===== config.mk =====
export PLATFORM = sky130hd
export DESIGN_NAME = lsu_ctrl
export DESIGN_NICKNAME = d
export VERILOG_FILES = /design/src/rtl/lsu_ctrl.sv
export SDC_FILE = /design/constraint.sdc
export NUM_CORES = 1
export LEC_CHECK = 0
export ABC_AREA = 1
export ABC_CLOCK_PERIOD_IN_PS = 1710
export CAP_MARGIN = 20
export CORE_AREA = 2 2 216 239
export CTS_CLUSTER_SIZE = 16
export DETAILED_ROUTE_END_ITERATION = 6
export DIE_AREA = 0 0 218 241
export RECOVER_POWER = 100
export SLEW_MARGIN = 20
export SYNTH_ARGS = -nofsm -noshare
export SYNTH_HDL_FRONTEND = slang
export SYNTH_SLANG_ARGS = --single-unit

===== constraint.sdc =====
create_clock -name clock -period 1.71 [get_ports clock]
set_input_delay 0.4275 -clock clock [delete_from_list [all_inputs] [get_ports clock]]
set_output_delay 0.4275 -clock clock [all_outputs]
set_load 0.005 [all_outputs]

===== src/rtl/lsu_ctrl.sv =====
// Load/store sequencer: aligns and strobes store data, runs one valid/ready bus
// transaction per memory operation and extends load data for writeback.
module lsu_ctrl #(
  parameter logic [15:0] TIMEOUT_CYCLES = 16'd255
) (
  input  logic        clock,
  input  logic        reset,
  input  logic        req_valid,
  input  logic        mem_read,
  input  logic        mem_write,
  input  logic [2:0]  load_type,
  input  logic [2:0]  store_type,
  input  logic [63:0] addr,
  input  logic [63:0] wdata,
  output logic        stall,
  output logic        done,
  output logic [63:0] rdata,
  output logic        misalign_err,
  output logic        access_err,
  output logic        bus_req_valid,
  input  logic        bus_req_ready,
  output logic        bus_req_write,
  output logic [63:0] bus_addr,
  output logic [63:0] bus_wdata,
  output logic [7:0]  bus_wstrb,
  input  logic        bus_rsp_valid,
  input  logic [63:0] bus_rsp_data,
  input  logic        bus_rsp_err
);

  typedef enum logic [1:0] {IDLE, REQ, WAIT, DONE} state_t;

  state_t      state;
  logic [2:0]  op_load;
  logic [2:0]  off;
  logic [15:0] wait_cnt;

  logic        access;
  logic        misaligned;
  logic [7:0]  strb;
  logic [63:0] shifted_wdata;
  logic [63:0] shifted_rsp;
  logic [63:0] load_result;

  assign access = req_valid & (mem_read | mem_write);
  assign stall  = ((state == IDLE) & access) | (state == REQ) | (state == WAIT);

  // Decode size/alignment of the incoming operation; a store wins over a load.
  always_comb begin
    misaligned    = 1'b0;
    strb          = 8'h00;
    shifted_wdata = wdata << {addr[2:0], 3'b000};
    if (mem_write) begin
      case (store_type)
        3'd4: strb = 8'h01 << addr[2:0];
        3'd5: begin
          strb       = 8'h03 << addr[2:0];
          misaligned = addr[0];
        end
        3'd6: begin
          strb       = 8'h0F << addr[2:0];
          misaligned = (addr[1:0] != 2'b00);
        end
        3'd7: begin
          strb       = 8'hFF;
          misaligned = (addr[2:0] != 3'b000);
        end
        default: strb = 8'h00;
      endcase
    end else begin
      case (load_type)
        3'd2, 3'd6: misaligned = addr[0];
        3'd3, 3'd7: misaligned = (addr[1:0] != 2'b00);
        3'd4:       misaligned = (addr[2:0] != 3'b000);
        default:    misaligned = 1'b0;
      endcase
    end
  end

  always_comb begin
    shifted_rsp = bus_rsp_data >> {off, 3'b000};
    case (op_load)
      3'd1:    load_result = {{56{shifted_rsp[7]}},  shifted_rsp[7:0]};
      3'd2:    load_result = {{48{shifted_rsp[15]}}, shifted_rsp[15:0]};
      3'd3:    load_result = {{32{shifted_rsp[31]}}, shifted_rsp[31:0]};
      3'd4:    load_result = shifted_rsp;
      3'd5:    load_result = {56'b0, shifted_rsp[7:0]};
      3'd6:    load_result = {48'b0, shifted_rsp[15:0]};
      3'd7:    load_result = {32'b0, shifted_rsp[31:0]};
      default: load_result = 64'b0;
    endcase
  end

  // Sequencer; done is raised on the edge that enters DONE so it lasts one cycle.
  always_ff @(posedge clock) begin
    if (reset) begin
      state         <= IDLE;
      op_load       <= 3'd0;
      off           <= 3'd0;
      wait_cnt      <= 16'd0;
      done          <= 1'b0;
      rdata         <= 64'd0;
      misalign_err  <= 1'b0;
      access_err    <= 1'b0;
      bus_req_valid <= 1'b0;
      bus_req_write <= 1'b0;
      bus_addr      <= 64'd0;
      bus_wdata     <= 64'd0;
      bus_wstrb     <= 8'd0;
    end else begin
      done <= 1'b0;
      case (state)
        IDLE: begin
          if (access) begin
            op_load       <= load_type;
            off           <= addr[2:0];
            bus_addr      <= {addr[63:3], 3'b000};
            bus_req_write <= mem_write;
            bus_wstrb     <= mem_write ? strb : 8'h00;
            bus_wdata     <= mem_write ? shifted_wdata : 64'd0;
            if (misaligned) begin
              misalign_err <= 1'b1;
              access_err   <= 1'b0;
              done         <= 1'b1;
              state        <= DONE;
            end else begin
              bus_req_valid <= 1'b1;
              state         <= REQ;
            end
          end
        end
        REQ: begin
          if (bus_req_ready) begin
            bus_req_valid <= 1'b0;
            wait_cnt      <= 16'd0;
            state         <= WAIT;
          end
        end
        WAIT: begin
          if (bus_rsp_valid) begin
            if (!bus_req_write) begin
              rdata <= load_result;
            end
            access_err   <= bus_rsp_err;
            misalign_err <= 1'b0;
            done         <= 1'b1;
            state        <= DONE;
          end else if ((TIMEOUT_CYCLES != 16'd0) && (wait_cnt == TIMEOUT_CYCLES - 16'd1)) begin
            access_err   <= 1'b1;
            misalign_err <= 1'b0;
            done         <= 1'b1;
            state        <= DONE;
          end else begin
            wait_cnt <= wait_cnt + 16'd1;
          end
        end
        DONE: state <= IDLE;
        default: state <= IDLE;
      endcase
    end
  end

endmodule


Word-level counts from Yosys, hierarchy flattened:

Index checks and enable logic that the tools add are counted.

* flip-flop bits (word level): 226
* logic and storage cells: 102
* output and inout bits: 206

* bitwise operators: 6
* reduce and logical (&&, ||, !) cells: 14
* equality and inequality tests: 27
* shift-type cells: 5
* add/subtract/negate cells: 1
* multiplexer cells: 36

Operators by type and width (count)
* case mux 64 bit (7 select lines): 1
* two-way mux 64 bit: 1
* << shifter 64 x 6 -> 64 bit: 1
* >> shifter 64 x 6 -> 64 bit: 1
* two-way mux 16 bit: 3
* equality test 3 bit (second input constant): 11
* case mux 16 bit (2 select lines): 1
* case mux 8 bit (4 select lines): 1
* adder 16 x 1 -> 16 bit (second input constant): 1
* equality test 16 x 8 -> 1 bit (second input constant): 1
* two-way mux 1 bit: 16
* equality test 3 x 2 -> 1 bit (second input constant): 4
* inequality test 2 bit (second input constant): 6
* AND reduction 4 bit: 3
* two-way mux 2 bit: 5
* two-way mux 8 bit: 1
* case mux 1 bit (2 select lines): 4
* case mux 2 bit (4 select lines): 1
* nonzero test 2 bit: 4
* << shifter 1 x 3 -> 8 bit (first input constant): 1
* << shifter 2 x 3 -> 8 bit (first input constant): 1
* << shifter 4 x 3 -> 8 bit (first input constant): 1
* case mux 1 bit (3 select lines): 2
* AND reduction 3 bit: 2
* other kinds (11): 16

Longest topological paths before layout:

Gate-level depths: netlist of run 1.

* depth after elaboration: 7
* mapped depth: 14
* mapped depth without buffers: 11

Least setup slack after synthesis of run 1:

OpenSTA, ideal clock, no wires.

* path kind: register to output
* from: register state[0]
* to: output stall
* path slack: -0.144 ns
* cell stages (with the launch flop): 9
* arrival: 1.426 ns
* required time: 1.282 ns
* path through: dfxtp_1 inv_1 ha_1 inv_1 nor2_1 inv_2 buf_2 buf_1 nand2_1

* word-level cells in the longest chain between the ends: 4
* elaborated cells between the ends (all ways): 6
* classes of those cells: 2 x eq/ne; 3 x bitwise; 1 x reduce/logical

Ends and longest elaborated chain
* start, declared: RTL line 33 `state_t state;`
* start signal, assigned: RTL line 97 `state <= IDLE;`
* start signal, assigned: RTL line 125 `state <= DONE;`
* start signal, assigned: RTL line 128 `state <= REQ;`
* logical NOT 2 bit: RTL line 46 `assign stall = ((state == IDLE) & access) | (state == REQ) | (state == WAIT);`
* AND 1 bit: RTL line 46
* OR 1 bit: RTL line 46
* OR 1 bit (*): RTL line 46
* end, declared: RTL line 15 `output logic stall,`

Every way passes the cells marked *; elsewhere a longest branch is shown, timed or not.

Worst setup path after layout of run 1:

* from: input mem_write
* to: output stall

* word-level cells in the longest chain between the ends: 5

Ends and longest elaborated chain
* start, declared: RTL line 10 `input logic mem_write,`
* OR 1 bit: RTL line 45 `assign access = req_valid & (mem_read | mem_write);`
* AND 1 bit: RTL line 45
* AND 1 bit: RTL line 46
* OR 1 bit (2 in a row): RTL line 46

No other way between the ends.

==> results of run 1 <==
==> layout by cell type (no fill, tap or decap), types with 42 or more instances in the layout <==
| cell | Yosys | final |
|---|---|---|
| a21oi_1 | 180 | 143 |
| dlygate4sd2_1 | 0 | 197 |
| o21ai_0 | 197 | 169 |
| a21oi_2 | 6 | 42 |
| dfxtp_1 | 226 | 183 |
| inv_1 | 89 | 78 |
| nand2_1 | 531 | 474 |
| nand3_1 | 80 | 66 |
| buf_4 | 10 | 161 |
| o211ai_1 | 76 | 76 |
| clkbuf_16 | 0 | 42 |
| nand4_1 | 55 | 55 |
| clkdlybuf4s50_1 | 0 | 203 |
| nor2_1 | 225 | 210 |
==> through the flow <==
stage	std cells	setup slack [ns]
2_1_floorplan	1924	0.009535
3_3_place_gp	3030	-0.6572
6_report	3126	-0.2214
4_1_cts	3100	-0.2642
3_5_place_dp	3030	-0.7049
5_1_grt	3126	-0.2929
==> final cells by class <==
cell class                 instances  area (um^2)  share of cell area (%)
antenna                            5        12.51                 0.06024
clock buffer                      36        792.0                   3.813
clock inverter                    16        176.4                  0.8494
inverter                          97        404.1                   1.946
multi-input combinational       1446         7535                   36.28
sequential                       226         4583                   22.07
tap                              660        825.8                   3.976
timing repair buffer             640         6440                   31.01
==> per-layer routing <==
layer,vias to the layer above,global-route usage [%]
li1,7460,-
met1,7116,26.44
met2,658,36.35
met3,119,4.360
met4,2,7.442
met5,-,0
==> sequential cells by signal, indices dropped and copies added, names as in the netlist <==
register,cells
off,3
rdata,64
bus_req_write,1
bus_wdata,64
wait_cnt,16
misalign_err,1
state,2
bus_wstrb,8
bus_req_valid,1
access_err,1
done,1
op_load,3
bus_addr,61
==> report_power, final <==
| part | switching (W) | internal (W) |
|---|---|---|
| clock network | 0.00254 | 0.00373 |
| logic | 0.00562 | 0.00463 |
| registers | 0.000384 | 0.00592 |
==> repair_timing <==
action,in CTS,in global routing
buffers inserted,14,12
gates resized for setup,331,203
gates cloned,6,15
endpoints found under the setup margin,331,146
pin swaps,16,66
hold buffers,0,0
==> worst register-to-register path: stages, from the launching register on <==
cell and delay [ns]:
dfxtp_2 0.33, inv_2 0.05, buf_6 0.12, ha_4 0.16, buf_4 0.13, buf_6 0.11
inv_4 0.05, nor2_4 0.04, a211oi_4 0.24, nand2_4 0.17, buf_12 0.19, nor2_4 0.10
nor2_2 0.03, nor2_1 0.09
==> worst max path at each step <==
stage | endpoint | slack (ns)
after global placement | bus_wdata[33] | -0.66
after CTS | stall | -0.26
after global routing | stall | -0.29
after detailed placement | bus_wdata[33] | -0.70
final | stall | -0.22
after floorplan | stall | 0.01
==> cell families (layout without fill, tap and decap cells) <==
group	Yosys count	after routing	share of synthesized area, %
DFF	226	226	36.45
buffers and inverters	252	789	8.598
AOI/OAI and AO/OA	486	486	22.05
other	1	8	0.03021
muxes	8	8	0.6451
and+or+nand+nor	938	938	31.30
adders and majority gates	5	5	0.5040
xor gates and xnor gates	6	6	0.4233
==> results.md, run 1 <==
* CP Capture Type: primary output
* Routability cong. at 0.9210
* Starting Density at roughly a quarter
* Routed wire per std cell at ~19 um
* Core area at 49930 um^2
* Leading area contributor after synthesis: dfxtp_1
* Root Buffer: clkbuf_16
* Worst Hold Endpoint: wait_cnt[2]
* CTS Buf Count at 29
* Clock net sink count at 226
* Util after Layout at between 40 and 50%
* Crit path max fanout at 2
* RSZ-0062 raised after global routing: true
* Slowest cell on the critical path: clkdlybuf4s50_1
* Overall routing resource usage at 21.26%
* Predominant post-synthesis flop cell: dfxtp_1
* H-tree lvl count at 1
* Remaining global-route overflow at 0
* M1 wire length at ~24 mm
* Final-report max-slew violation count at 0
* WL met2 at 28.82 mm
* Post-synth ARST share at 0%
* Die area at 52540 um^2
* # fillers at 5244
* Worst hold stages at 3
* Post-DP Area at around 18000 um^2
* Setup TNS Final at -2.211 ns
* Stages on worst setup path at 6
* Reg2Reg Depth at 13
* Worst VDD drop at just over 0.8 mV
* Reg2reg start: state[1]
* Hold Path Class: input pin to flop
* Clock Skew at approximately 0.026 ns
* CP Class: input pin to primary output
* Leak at ~9.3 nW
* Fin crit share at 112.9%
* Kind of start point of the critical path: input pin
* Synth area leaders: dfxtp_1 36%, nand2_1 16%, o21ai_0 7.9%, a21oi_1 7.3%, nor2_1 6.8%
* DR pass1 iterations at 6
* Count leader, synth: nand2_1
* Seq cells post-synth at 226
* Final Hold Fails at 0
* Max capacitance violation total at 0
* Critical path buffers and inverters at 3
* Tot Pwr at roughly 0.023 W
* Critical Path AT at about 1.5 ns
* Failing checks: negative setup slack
* Warnings from Yosys at 0
* Status: complete, but fails checks
* Post-route ant nets at 0
* # setup viols final at 39
* 1st-iter DRT viols at 1315
* Hold Crit Start: reset
* Synth Cell Area at around 12000 um^2
* Max Root-Sink Buffers at 3
* Cell area after layout at between 20000 and 25000 um^2
* I/O Pins at roughly 410
* Met3 Routed Length at between 4 and 5 mm
* IO Port Bufs at a little over 400
* Layout cells sized above 1 at 20.80%
* Worst reg2reg setup slack at -0.16 ns
* Tmin final at 1.931 ns
* Critical Path, Cell by Cell: clkdlybuf4s50_1 -> o21ai_2 -> nor2_4 -> inv_4 -> nand2_1 -> buf_2
* Setup crit start: mem_write
* First-pass GRT wire length at about 87 mm
* Commonest cells in the netlist: 531 x nand2_1, 226 x dfxtp_1, 225 x nor2_1
* Fmax at between 500 and 600 MHz
* Die H at 241 um
* PD cells at 1099 nW/um^2
* Worst-Skew Late Latency at 0.57 ns
* Via/cell ratio at 4.912
* Vias at 15360
* Synth cell types at 44
* Layout Nets at about 2700
* Req. time, crit path at 1.28 ns
* R2r endpoint: wait_cnt[9]
* Area growth syn-to-layout at 67.31%
* Number of global-route vias before repair at approximately 15000
* Sequential share of the synthesized area at 36.45%
* CP max stage delay at ~0.45 ns
* Largest net degree at the start of global routing at 75
* Worst Tran Pin Value at 0.8767 ns
* Area share of the largest cell type after synthesis at a little over a third
* Final worst slack at -0.2214 ns
* Avg Inst Size Synth at approximately 6.5 um^2
* Count of flip-flops with a built-in enable after synthesis at 0
* Hold Slack at 0.3373 ns
* CP delay by family, top: buffers and inverters
* Rows at between 80 and 90
* Drt drc at 0
* Clk slew on worst S/H paths at 0.06 ns
* Die X-Extent at between 200 and 250 um
* DP HPWL at 42.86 mm
* Highest Signal Layer: met5
* Slew Limit Headroom at 41.55%
* DRT Wirelength at approximately 60 mm
* CTS tree: done
* Post-Syn Instances at between 1500 and 2000
* Initial antenna violation count at 6
(Power assumes the default switching activity.)
==> run 2: changes to the inputs <==
--- a/config.mk
+++ b/config.mk
@@ -13,6 +13,7 @@
 export DETAILED_ROUTE_END_ITERATION = 6
 export DIE_AREA = 0 0 218 241
 export RECOVER_POWER = 100
+export SETUP_SLACK_MARGIN = 0.3
 export SLEW_MARGIN = 20
 export SYNTH_ARGS = -nofsm -noshare
 export SYNTH_HDL_FRONTEND = slang
==> run 2 against run 1 <==
  * The flow still finishes with violations (negative setup slack)
  * Sequential share of layout area decreased by 0.68 points
  * Flip-flop and latch count unchanged
  * Setup slack got worse by 0.028 ns
  * Non-clock buffer count increased by 56
  * Clock power increased by 12%
  * Final cell count increased by 1.7%
  * First-iteration DRC count increased by 3.3%
  * Register-to-register slack got worse by 0.06 ns
  * Fmax decreased by 1.4%
==> results.md, run 2 (synthesis results as in run 1) <==
* Status: complete, but fails checks
* Failing checks: negative setup slack
* Fmax at 510.3 MHz (-1.4%)
* CP Capture Type: primary output
* Number of global-route vias before repair at 15410 (+6.2%)
* Remaining global-route overflow at 0 (unchanged)
* H-tree lvl count at 1 (unchanged)
* Layout cells sized above 1 at 29.93% (+9.1 points)
* CTS tree: done
* Worst VDD drop at 0.9413 mV (+13%)
* Tmin final at 1.960 ns (+0.02810 ns)
* Max Root-Sink Buffers at 3 (unchanged)
* Hold Path Class: input pin to flop
* Die area at 52540 um^2 (unchanged)
* Crit path max fanout at 2 (unchanged)
* Worst Tran Pin Value at 0.5855 ns (-0.2911 ns)
* IO Port Bufs at 408 (unchanged)
* Critical Path, Cell by Cell: clkdlybuf4s50_1 -> o21ai_4 -> nor2_4 -> inv_4 -> nand2_4 -> buf_6
* Commonest non-fill, non-tap cell in the layout: nand2_1
* Initial antenna violation count at 3 (-3)
* Kind of start point of the critical path: input pin
* Final-report max-slew violation count at 0 (unchanged)
* DR pass1 iterations at 6 (unchanged)
* Routed wire per std cell at 19.33 um (+0.55%)
* Root Buffer: clkbuf_16
* Largest regs: bus_wdata x64, rdata x64, bus_addr x61
* # fillers at 5257 (+0.25%)
* Die X-Extent at 218 um (unchanged)
* Drt drc at 0 (unchanged)
* Clk slew on worst S/H paths at 0.06 ns (about the same)
* Overall routing resource usage at 21.80% (+0.54 points)
* Worst-Skew Late Latency at 0.57 ns (about the same)
* Antenna diode count at 0 (-5)
* Worst reg2reg setup slack at -0.22 ns (-0.06 ns)
* Final worst slack at -0.2495 ns (-0.02810 ns)
* Max capacitance violation total at 0 (unchanged)
* I/O Pins at 412 (unchanged)
* 1st-iter DRT viols at 1359 (+3.3%)
* Area growth syn-to-layout at 70.95%
* Final Hold Fails at 0 (unchanged)
* Post-route ant nets at 0 (unchanged)
* Largest net degree at the start of global routing at 108 (+44%)
* Critical path buffers and inverters at 3 (unchanged)
* # setup viols final at 87 (+120%)
* Fin crit share at 114.6% (+1.6 points)
* Leak at 9.158 nW (-1.2%)
* Hold_buf cts at 0 (unchanged)
* Req. time, crit path at 1.28 ns (about the same)
* Layout Nets at 2707 (+2.1%)
* Core area at 49930 um^2 (unchanged)
* Clock Skew at 0.01742 ns (-0.008839 ns)
* CTS Buf Count at 29 (unchanged)
* Vias at 15930 (+3.7%)
* Die H at 241 um (unchanged)
* RSZ-0062 raised after global routing: true
* Starting Density at 24.86% (unchanged)
* Slew Limit Headroom at 60.96% (+19 points)
* Rows at 86 (unchanged)
* Most frequent cells in the layout: 469 x nand2_1, 218 x dfxtp_1, 215 x nor2_1
* Clock net sink count at 226 (unchanged)
* Critical Path AT at 1.53 ns (+0.03 ns)
* CP delay by family, top: buffers and inverters
* DP HPWL at 43.93 mm (+2.5%)
* Slowest cell on the critical path: clkdlybuf4s50_1
* Util after Layout at 42.50% (+0.90 points)
* Via/cell ratio at 5.010 (+2.0%)
* Routability cong. at 0.9224 (+0.15%)
* CP Class: input pin to primary output
* Tot Pwr at 0.02389 W (+4.7%)
* DRT Wirelength at 61.45 mm (+2.3%)
* PD cells at 1126 nW/um^2 (+2.4%)
* CP max stage delay at 0.48 ns (+0.03 ns)
* First-pass GRT wire length at 89.76 mm (+3.5%)
==> run 2: changes by cell type in the layout (fill, tap and decap cells not counted), moves of 35 or more <==
cell / change
buf_4: +52
dfxtp_2: -35
o21ai_0: -37
buf_2: +92
buf_6: +115
dlygate4sd2_1: -196
dfxtp_1: +35
==> run 2: path summary, 6_finish.rpt <==
path | start | endpoint | depth (start not counted)
worst max register to register | state[0] | bus_wdata[28] | 13
worst min-delay path | reset | off[0] | 4
worst min register to register | rdata[1] | rdata[1] | 2
worst max-delay path | mem_write | stall | 6
==> run 2: cell type report <==
cell class | count | area [um^2] | area share (%)
Clock inverter | 13 | 256.5 | 1.209
Clock buffer | 41 | 840.8 | 3.962
Multi-Input combinational cell | 1446 | 7576 | 35.70
Inverter | 97 | 407.9 | 1.922
Sequential cell | 226 | 4539 | 21.39
Timing Repair Buffer | 696 | 6774 | 31.92
Tap cell | 660 | 825.8 | 3.892
==> run 2: repair_timing <==
item / CTS / global route
pin swaps: 39 / 61
setup endpoints to repair: 427 / 429
hold endpoints to repair: 0 / 0
buffers inserted: 34 / 6
cloned: 10 / 12
gates resized for setup: 1245 / 198
==> run 2: worst reg2reg max path: cells and delay by family (launching register included) <==
family | cells | cell delay, ns
flip-flops | 1 | 0.32
AND/OR/NAND/NOR | 4 | 0.51
AO/OA/AOI/OAI | 1 | 0.14
buffers and inverters | 7 | 0.74
adder cells (fa/ha/maj) | 1 | 0.16
==> run 2: where the power goes <==
group	leakage (nW)	internal, W	switching (W)
Sequential	1.84	0.00592	0.000457
Clock	0.530	0.00447	0.00255
Combinational	6.79	0.00486	0.00563
Total	9.16	0.0153	0.00864
==> run 2: layer usage <==
layer,share of wire (%),vias to the layer above,track usage [%]
met5,0.067,-,0
met4,3.6,6,7.462
met3,8.5,115,5.079
met2,47,734,37.38
met1,40,7510,26.72
li1,-,7561,-
==> run 2: through the flow <==
| stage | worst slack (ns) | instance area (um^2) | hold WS [ns] | setup TNS (ns) | cells |
|---|---|---|---|---|---|
| 2_1_floorplan | 0.1009 | 12640 | 0.4575 | 0 | 1924 |
| 3_3_place_gp | -0.6568 | 18700 | 0.4517 | -92.28 | 3063 |
| 3_5_place_dp | -0.6942 | 18700 | 0.4561 | -102.30 | 3063 |
| 4_1_cts | -0.3118 | 20590 | 0.2846 | -1.424 | 3161 |
| 5_1_grt | -0.3014 | 21220 | 0.3219 | -18.13 | 3179 |
| 6_report | -0.2495 | 21220 | 0.2913 | -10.43 | 3179 |
